**src/rtl/vstu_bresp_tracker.sv**
```systemverilog
// rtl/vstu_bresp_tracker.sv - per-instruction B-response commit tracker with AW credit
// Retires each vector store once all of its declared AXI bursts have been B-acked.
module vstu_bresp_tracker #(
    parameter int QueueDepth     = 4,
    parameter int IdWidth        = 3,
    parameter int BurstCntWidth  = 16,
    parameter int MaxOutstanding = 8
) (
    input  logic                     clk_i,
    input  logic                     rst_ni,
    input  logic                     insn_valid_i,
    output logic                     insn_ready_o,
    input  logic [IdWidth-1:0]       insn_id_i,
    input  logic [BurstCntWidth-1:0] insn_nbursts_i,
    input  logic                     aw_fire_i,
    output logic                     aw_credit_o,
    input  logic                     b_valid_i,
    input  logic [1:0]               b_resp_i,
    output logic                     b_ready_o,
    output logic                     done_valid_o,
    output logic [IdWidth-1:0]       done_id_o,
    output logic                     done_err_o,
    output logic                     store_pending_o,
    output logic                     proto_err_o
);

    localparam int PtrW = $clog2(QueueDepth);
    localparam int CntW = PtrW + 1;
    localparam int OutW = $clog2(MaxOutstanding + 1);
    localparam logic [CntW-1:0] CntFull = CntW'(QueueDepth);
    localparam logic [OutW-1:0] OutMax  = OutW'(MaxOutstanding);

    logic [IdWidth-1:0]       id_q  [QueueDepth];
    logic [IdWidth-1:0]       id_d  [QueueDepth];
    logic [BurstCntWidth-1:0] rem_q [QueueDepth];
    logic [BurstCntWidth-1:0] rem_d [QueueDepth];
    logic                     err_q [QueueDepth];
    logic                     err_d [QueueDepth];

    logic [PtrW-1:0]    rd_ptr_q, rd_ptr_d;
    logic [PtrW-1:0]    wr_ptr_q, wr_ptr_d;
    logic [CntW-1:0]    count_q, count_d;
    logic [OutW-1:0]    outstanding_q, outstanding_d;
    logic               proto_err_q, proto_err_d;
    logic               done_valid_q, done_valid_d;
    logic [IdWidth-1:0] done_id_q, done_id_d;
    logic               done_err_q, done_err_d;

    logic                     empty;
    logic [BurstCntWidth-1:0] head_rem;
    logic                     accept;
    logic                     b_fire;
    logic                     retire;
    logic                     resp_err;

    assign empty           = (count_q == '0);
    assign head_rem        = rem_q[rd_ptr_q];
    assign insn_ready_o    = (count_q != CntFull);
    assign b_ready_o       = !empty && (head_rem != '0);
    assign aw_credit_o     = (outstanding_q < OutMax);
    assign store_pending_o = !empty;
    assign proto_err_o     = proto_err_q;
    assign done_valid_o    = done_valid_q;
    assign done_id_o       = done_id_q;
    assign done_err_o      = done_err_q;

    assign accept   = insn_valid_i && insn_ready_o;
    assign b_fire   = b_valid_i && b_ready_o;
    // SLVERR and DECERR are the only failing responses; OKAY/EXOKAY both succeed.
    assign resp_err = (b_resp_i == 2'b10) || (b_resp_i == 2'b11);
    assign retire   = !empty && ((head_rem == '0) ||
                                 (b_fire && (head_rem == BurstCntWidth'(1))));

    always_comb begin
        id_d          = id_q;
        rem_d         = rem_q;
        err_d         = err_q;
        rd_ptr_d      = rd_ptr_q;
        wr_ptr_d      = wr_ptr_q;
        count_d       = count_q;
        outstanding_d = outstanding_q;
        proto_err_d   = proto_err_q;
        done_valid_d  = retire;
        done_id_d     = done_id_q;
        done_err_d    = done_err_q;

        if (b_fire) begin
            rem_d[rd_ptr_q] = head_rem - BurstCntWidth'(1);
            err_d[rd_ptr_q] = err_q[rd_ptr_q] | resp_err;
        end

        // A full queue blocks accept, so the write slot never aliases the live head.
        if (accept) begin
            id_d[wr_ptr_q]  = insn_id_i;
            rem_d[wr_ptr_q] = insn_nbursts_i;
            err_d[wr_ptr_q] = 1'b0;
            wr_ptr_d        = wr_ptr_q + PtrW'(1);
        end

        if (retire) begin
            rd_ptr_d   = rd_ptr_q + PtrW'(1);
            done_id_d  = id_q[rd_ptr_q];
            done_err_d = err_q[rd_ptr_q] | (b_fire & resp_err);
        end

        case ({accept, retire})
            2'b10:   count_d = count_q + CntW'(1);
            2'b01:   count_d = count_q - CntW'(1);
            default: count_d = count_q;
        endcase

        if (aw_fire_i && !aw_credit_o) begin
            proto_err_d = 1'b1;
        end
        case ({aw_fire_i, b_fire})
            2'b10: begin
                if (aw_credit_o) begin
                    outstanding_d = outstanding_q + OutW'(1);
                end
            end
            2'b01: begin
                if (outstanding_q == '0) begin
                    proto_err_d = 1'b1;
                end else begin
                    outstanding_d = outstanding_q - OutW'(1);
                end
            end
            default: outstanding_d = outstanding_q;
        endcase
    end

    always_ff @(posedge clk_i or negedge rst_ni) begin
        if (!rst_ni) begin
            for (int i = 0; i < QueueDepth; i++) begin
                id_q[i]  <= '0;
                rem_q[i] <= '0;
                err_q[i] <= 1'b0;
            end
            rd_ptr_q      <= '0;
            wr_ptr_q      <= '0;
            count_q       <= '0;
            outstanding_q <= '0;
            proto_err_q   <= 1'b0;
            done_valid_q  <= 1'b0;
            done_id_q     <= '0;
            done_err_q    <= 1'b0;
        end else begin
            id_q          <= id_d;
            rem_q         <= rem_d;
            err_q         <= err_d;
            rd_ptr_q      <= rd_ptr_d;
            wr_ptr_q      <= wr_ptr_d;
            count_q       <= count_d;
            outstanding_q <= outstanding_d;
            proto_err_q   <= proto_err_d;
            done_valid_q  <= done_valid_d;
            done_id_q     <= done_id_d;
            done_err_q    <= done_err_d;
        end
    end

endmodule
```
**config.mk**
```make
export PLATFORM = sky130hd
export DESIGN_NAME = vstu_bresp_tracker
export DESIGN_NICKNAME = d
export VERILOG_FILES = /design/src/rtl/vstu_bresp_tracker.sv
export SDC_FILE = /design/constraint.sdc
export NUM_CORES = 1
export LEC_CHECK = 0
export BUFFER_PORTS_ARGS = -buffer_cell sky130_fd_sc_hd__buf_2
export CAP_MARGIN = 20
export CORE_UTILIZATION = 44
export DETAILED_ROUTE_END_ITERATION = 6
export GPL_ROUTABILITY_DRIVEN = 0
export PLACE_DENSITY_LB_ADDON = 0.05
export SYNTH_ARGS = -nofsm -noshare
export SYNTH_HDL_FRONTEND = slang
export SYNTH_SLANG_ARGS = --single-unit
```
**constraint.sdc**
```tcl
create_clock -name clk_i -period 9.7 [get_ports clk_i]
set_input_delay 2.91 -clock clk_i [delete_from_list [all_inputs] [get_ports clk_i]]
set_output_delay 2.91 -clock clk_i [all_outputs]
set_load 0.1 [all_outputs]
```
==> results.yml, run 1 <==
placement:
  dp_slack_ns: 3.30
  dp_hpwl_um: 8770
  place_area_mm2: 0.00576
  portBuffers: 34
  dp.cells: 717
timing:
  fin_crit_sh_pct: 69.6
  maxSlewViolCount: 0
  rsz0062_at_grt: "false"
  fin_setup_tns_ns: 0
  setup_viol: 0
  skew_ns: 0.0104
  relSlewSlack_pct: 47.5
  fin_crit_ns: 6.75
  setup_ws_ns: 2.95
  tightest_slew_ns: 0.767
  max_freq_ghz: 0.148
  hold_viol_final: 0
clocking:
  clkTransAtPathRegs_ns: 0.07
  clockBufferDepth: 2
  cts_hold_buf: 0
  cts_tree: "done"
  clockRootBuffer: "clkbuf_16"
  h-tree-depth: 3
  clock_latency_ns: 0.35
  clock-sinks: 97
  numCtsBuffers: 9
  cts_setup_buffers: 0
  post_cts_resized: 0
critical_path:
  reg2reg_from: "rd_ptr_q[0]$_DFFE_PN0N_"
  r2r-end: "outstanding_q[3]$_DFFE_PN0P_"
  rr_worst_depth: 13
  critical_path.endpoint_type: "primary output"
  path_depth: 8
  crit_chain: "buf_4 -> mux4_2 -> inv_1 -> ha_1 -> or4b_1 -> or4_1 -> and2_1 -> buf_2"
  cp_slowest_cell: "mux4_2"
  cp_top_family: "simple AND/OR/NAND/NOR gates"
  cp-start-kind: "register"
  cp.required_ns: 6.79
  critPathLaunch: "rd_ptr_q[0]$_DFFE_PN0N_"
  cp_max_fo: 21
  slowest_delay_ns: 0.67
  cp_num_buf_inv: 3
  crit_end: "b_ready_o"
  arrival_ns: 3.84
  worstSetupPathType: "reg -> out"
  r2r_slack_ns: 5.31
drt:
  firstDrtPassIters: 4
  vias_per_cell: 5.49
  drt_iter0_markers: 269
  ant_nets: 0
  dr_total_vias: 4023
  wire_per_inst_um: 18.4
  wl_um: 13500
  drc_errors: 0
cells_and_area:
  antenna_cells: 0
  syn_to_final_growth_pct: 9.39
  final_area_mm2: 0.00607
  fill_cells: 1166
  drive_above_1_share_pct: 15.2
  fin_cells: 733
  final_nets: 602
floorplan:
  chipHeight_um: 114
  coreArea_mm2: 0.0122
  io_pins: 36
  start_util_pct: 45.6
  std_cell_rows: 40
  die_area_mm2: 0.0131
  die_w_um: 114
run_status:
  status: "finished clean"
global_routing:
  grt_start_max_net_pins: 56
  antenna_found_initial: 0
  grt_first_pass_wirelength_um: 22200
  grt_usage_pct: 22.7
  grt_pass1_vias: 4041
  gr-total-overflow: 0
logic_synthesis:
  syn_nets: 585
  yosysSeqAreaShare_pct: 43.8
  synth_area_mm2: 0.00555
  synthCells: 543
  synthFlopType: "dfrtp_1"
  synth_edf_count: 0
  synthArstFlopShare_pct: 100
  yosysWarnings: 0
  ys_seq_elements: 97
  synth_cell_type_count: 45
  syn_avg_cell_area_um2: 10.2
pwr:
  swShare_pct: 43.3
  leakagePower_uw: 0.00261
  comb_power_share_pct: 49.5
  p_seq_share_pct: 33.1
  power.density_mw_per_mm2: 348
  p_int_uw: 1200
  peakVddDrop_mv: 0.112
  pwr-share-clk_pct: 17.4
  power_switching_uw: 913
flow_run:
  cap_violations: 0
worst_hold_path:
  hold_class: "reg -> reg"
synthesized netlist by cell type, types with 2 or more instances:
cell type / n / share of area, %
nand2_1: 123 / 8.3
dfrtp_1: 97 / 44
mux2i_1: 49 / 8.8
o21ai_1: 44 / 4.0
clkbuf_1: 21 / 1.4
mux4_2: 20 / 8.1
inv_1: 15 / 1.0
nand3_1: 15 / 1.4
ha_1: 14 / 3.2
nor2_1: 11 / 0.74
buf_6: 10 / 2.0
xor2_1: 10 / 1.6
or3_1: 9 / 1.0
xnor2_1: 9 / 1.4
and3_1: 8 / 0.90
o21ai_0: 8 / 0.72
o221ai_1: 8 / 1.3
o311ai_0: 8 / 1.3
a21oi_1: 5 / 0.45
o31ai_1: 5 / 0.68
or4_1: 5 / 0.68
a211oi_1: 4 / 0.54
a31oi_1: 4 / 0.45
and2_1: 4 / 0.45
and3_4: 4 / 0.81
nor3_1: 4 / 0.36
nor4_1: 4 / 0.45
mux2_2: 3 / 0.61
a2111oi_0: 2 / 0.32
a21o_1: 2 / 0.27
buf_1: 2 / 0.14
fa_1: 2 / 0.72
nand4_1: 2 / 0.23
area by class of cell:
cell class              instances  area (um2)  share of cell area [%]
multi-input cells             396        2840                    46.9
flip-flops and latches         97        2430                    40.0
clock buffers                  10         239                    3.94
repair buffers                 41         225                    3.71
well taps                     168         210                    3.47
clock inverters                 6        65.1                    1.07
inverters                      15        56.3                   0.928
registers in the layout, summed over array words and instances (netlist names):
| register | count |
|---|---|
| count_q | 3 |
| wr_ptr_q | 2 |
| id_q | 12 |
| done_err_o | 1 |
| done_id_o | 3 |
| rem_q | 64 |
| proto_err_o | 1 |
| rd_ptr_q | 2 |
| done_valid_o | 1 |
| outstanding_q | 4 |
| err_q | 4 |
routing by layer:
layer / routed length, um / up-vias / GRT usage (%)
met5: 0 / - / 0
met4: 225 / 0 / 8.05
met3: 404 / 16 / 3.49
met2: 6270 / 64 / 36.2
met1: 6580 / 1963 / 31.6
li1: - / 1980 / -
power groups by stage:
stage	Clock [uW]	Sequential [uW]	Combinational (uW)
floorplan	0	706	805
detailed placement	0	702	1050
global route	392	720	1160
CTS	378	696	1050
global placement	0	694	1020
finish	366	698	1040
cells in the final DEF, fill, tap and decap left out, types with 2 or more instances in the layout:
cell type	netlist	routed
fa_1	2	2
buf_4	0	8
a31oi_1	4	4
a21o_1	2	2
mux2_2	3	3
mux4_2	20	20
nor2_1	11	11
o311ai_0	8	8
clkinv_2	0	2
o221ai_1	8	8
a21oi_1	5	5
inv_6	0	2
buf_2	1	33
nor4_1	4	4
xor2_1	10	10
o21ai_0	8	8
inv_1	15	15
a211oi_1	4	4
or3_1	9	9
and3_1	8	8
or4_1	5	5
nand2_1	123	123
and3_4	4	4
nor3_1	4	4
mux2i_1	49	49
clkbuf_16	0	9
a2111oi_0	2	2
xnor2_1	9	9
dfrtp_1	97	97
and2_1	4	4
o31ai_1	5	5
nand4_1	2	2
o21ai_1	44	44
ha_1	14	14
nand3_1	15	15
worst min-delay path: stages, from the launching register on:
cell	delay [ns]
dfrtp_1	0.34
a21oi_1	0.04
o21ai_0	0.06
through the flow:
step | hold WS (ns) | util (%) | power [uW]
2_1_floorplan | 0.440 | - | 1510
3_3_place_gp | 0.454 | 47.4 | 1720
3_5_place_dp | 0.459 | 47.4 | 1750
4_1_cts | 0.476 | 49.9 | 2120
5_1_grt | 0.499 | 49.9 | 2280
6_report | 0.477 | 49.9 | 2110
worst min-delay path by stage:
| stage | slack (ns) | start | depth (start not counted) | end |
|---|---|---|---|---|
| global route | 0.50 | id_q[1]$_DFFE_PN0P_ | 2 | id_q[1]$_DFFE_PN0P_ |
| CTS | 0.48 | proto_err_o$_DFF_PN0_ | 2 | proto_err_o$_DFF_PN0_ |
| finish | 0.48 | proto_err_o$_DFF_PN0_ | 2 | proto_err_o$_DFF_PN0_ |
| global placement | 0.45 | id_q[6]$_DFFE_PN0P_ | 2 | id_q[6]$_DFFE_PN0P_ |
| detailed placement | 0.46 | proto_err_o$_DFF_PN0_ | 2 | proto_err_o$_DFF_PN0_ |
| floorplan | 0.44 | id_q[3]$_DFFE_PN0P_ | 2 | id_q[3]$_DFFE_PN0P_ |
logic make-up after synthesis:
family / after synthesis / share of synthesized area (%)
xor+xnor: 19 / 3.00
fa+ha+maj: 16 / 3.88
mux: 72 / 17.6
buf+inv: 50 / 4.96
simple gates: 192 / 15.8
compound gates: 97 / 11.0
flops: 97 / 43.8
Power figures use the tool's default switching activity.
==> run 2, diff against run 1 <==
==> constraint.sdc (replaced) <==
create_clock -name clk_i -period 6.7 [get_ports clk_i]
set_input_delay 2.01 -clock clk_i [delete_from_list [all_inputs] [get_ports clk_i]]
set_output_delay 2.01 -clock clk_i [all_outputs]
set_load 0.1 [all_outputs]
==> run 2 against run 1 <==
  * Clock skew fell by 0.0040 ns
  * First-iteration DRC count decreased by 19%
  * Register-to-register slack worse by 2.8 ns
  * Via count grew 0.50%
  * Global-route usage increased by 0.13 points
  * Power grew 44%
  * Sequential share of layout area stayed put
  * Critical path depth down 2
  * Sequential cell count stayed put
  * Non-clock buffer count rose by 1
  * Critical path type unchanged
  * Core utilization stayed put
==> results.yml, run 2 (same netlist as run 1, synthesis figures left out) <==
floorplan:
  die_area_mm2: 0.0131
  io_pins: 36
  die_w_um: 114
  start_util_pct: 45.6
  std_cell_rows: 40
  chipHeight_um: 114
  coreArea_mm2: 0.0122
clocking:
  cts_hold_buf: 0
  clock-sinks: 97
  clockRootBuffer: "clkbuf_16"
  numCtsBuffers: 9
  clkTransAtPathRegs_ns: 0.07
  cts_setup_buffers: 0
  h-tree-depth: 3
  post_cts_resized: 0
  cts_tree: "done"
  clockBufferDepth: 2
  clock_latency_ns: 0.35
drt:
  drc_errors: 0
  ant_nets: 0
  vias_per_cell: 5.51
  firstDrtPassIters: 5
  wire_per_inst_um: 18.0
  drt_iter0_markers: 218
  dr_total_vias: 4043
  wl_um: 13200
critical_path:
  rr_worst_depth: 11
  critical_path.endpoint_type: "primary output"
  cp-start-kind: "register"
  cp_max_fo: 13
  worstSetupPathType: "reg -> out"
  cp.required_ns: 4.69
  r2r_slack_ns: 2.47
  arrival_ns: 3.75
cells_and_area:
  fill_cells: 1151
  largest_register: "rem_q"
  syn_to_final_growth_pct: 9.39
  final_nets: 603
  drive_above_1_share_pct: 15.4
  final_common_cell: "nand2_1"
  largest_reg_flops: 64
  most-common-layout-cells: "123 x nand2_1, 97 x dfrtp_1, 49 x mux2i_1"
  top_regs: "rem_q (64), id_q (12)"
  regArea_mm2: 0.00243
  multiInputGateArea_mm2: 0.00284
  antenna_cells: 0
worst_hold_path:
  whs_path_depth: 2
  hold_class: "reg -> reg"
timing:
  setup_ws_ns: 0.941
  max_freq_ghz: 0.174
  skew_ns: 0.00637
  maxSlewViolCount: 0
  fin_setup_tns_ns: 0
  relSlewSlack_pct: 48.7
  hold_viol_final: 0
  rsz0062_at_grt: "false"
  tightest_slew_ns: 0.770
  fin_crit_ns: 5.76
  fin_crit_sh_pct: 86.0
  setup_viol: 0
  hold_ws_ns: 0.477
placement:
  portBuffers: 34
  dp_slack_ns: 1.31
  dp_hpwl_um: 8870
global_routing:
  grt_usage_pct: 22.9
  grt_start_max_net_pins: 60
  antenna_found_initial: 0
  grt_pass1_vias: 4040
  grt_first_pass_wirelength_um: 22200
  gr-total-overflow: 0
pwr:
  leakagePower_uw: 0.00262
  peakVddDrop_mv: 0.166
  power.density_mw_per_mm2: 500
run_status:
  status: "finished clean"
flow_run:
  cap_violations: 0
[run 2: changes by cell type in the layout (fill, tap and decap cells not counted), sizes merged]
cell      change
clkinv        +4
buf           +1
inv           -2
clkinvlp      -1
clkbuf        -1
[run 2: final timing paths]
| kind | from | to |
|---|---|---|
| setup / recovery | rd_ptr_q[0]$_DFFE_PN0N_ | b_ready_o |
| hold / removal | id_q[3]$_DFFE_PN0P_ | id_q[3]$_DFFE_PN0P_ |
| setup reg to reg | rd_ptr_q[0]$_DFFE_PN0N_ | outstanding_q[3]$_DFFE_PN0P_ |
| hold reg to reg | id_q[3]$_DFFE_PN0P_ | id_q[3]$_DFFE_PN0P_ |
| max in group asynchronous | rst_ni | rem_q[25]$_DFF_PN0_ |
| min in group asynchronous | rst_ni | wr_ptr_q[0]$_DFFE_PN0P_ |
[run 2: worst max-delay path, stage by stage (launching register included)]
cell and delay, ns:
dfrtp_1 0.57, buf_4 0.34, mux4_2 0.57, or4_1 0.63
or4_1 0.73, and2_1 0.25, buf_2 0.29
[run 2: area by class of cell]
type | instances | area share [%]
Multi-Input combinational cell | 396 | 46.9
Clock inverter | 7 | 1.18
Clock buffer | 9 | 3.71
Timing Repair Buffer | 42 | 3.84
Inverter | 15 | 0.928
Sequential cell | 97 | 40.0
Tap cell | 168 | 3.47
[run 2: report_power, final]
group          internal, uW  switching [uW]  total (uW)  leakage (uW)
combinational           579             924        1500       0.00127
sequential              851             156        1010       0.00120
clock                   289             231         520      0.000149
[run 2: layer usage]
| layer | track usage, % | routed length, um |
|---|---|---|
| met5 | 0 | 0 |
| met4 | 8.83 | 236 |
| met3 | 3.39 | 445 |
| met2 | 37.0 | 6280 |
| met1 | 31.1 | 6260 |
[run 2: stage by stage]
step | total power (uW) | std cells | instance area, um2 | util (%)
detailed placement | 2530 | 718 | 5770 | 47.4
global placement | 2480 | 718 | 5770 | 47.4
CTS | 3060 | 734 | 6070 | 49.9
finish | 3030 | 734 | 6070 | 49.9
global route | 3290 | 734 | 6070 | 49.9
floorplan | 2190 | 543 | 5550 | -
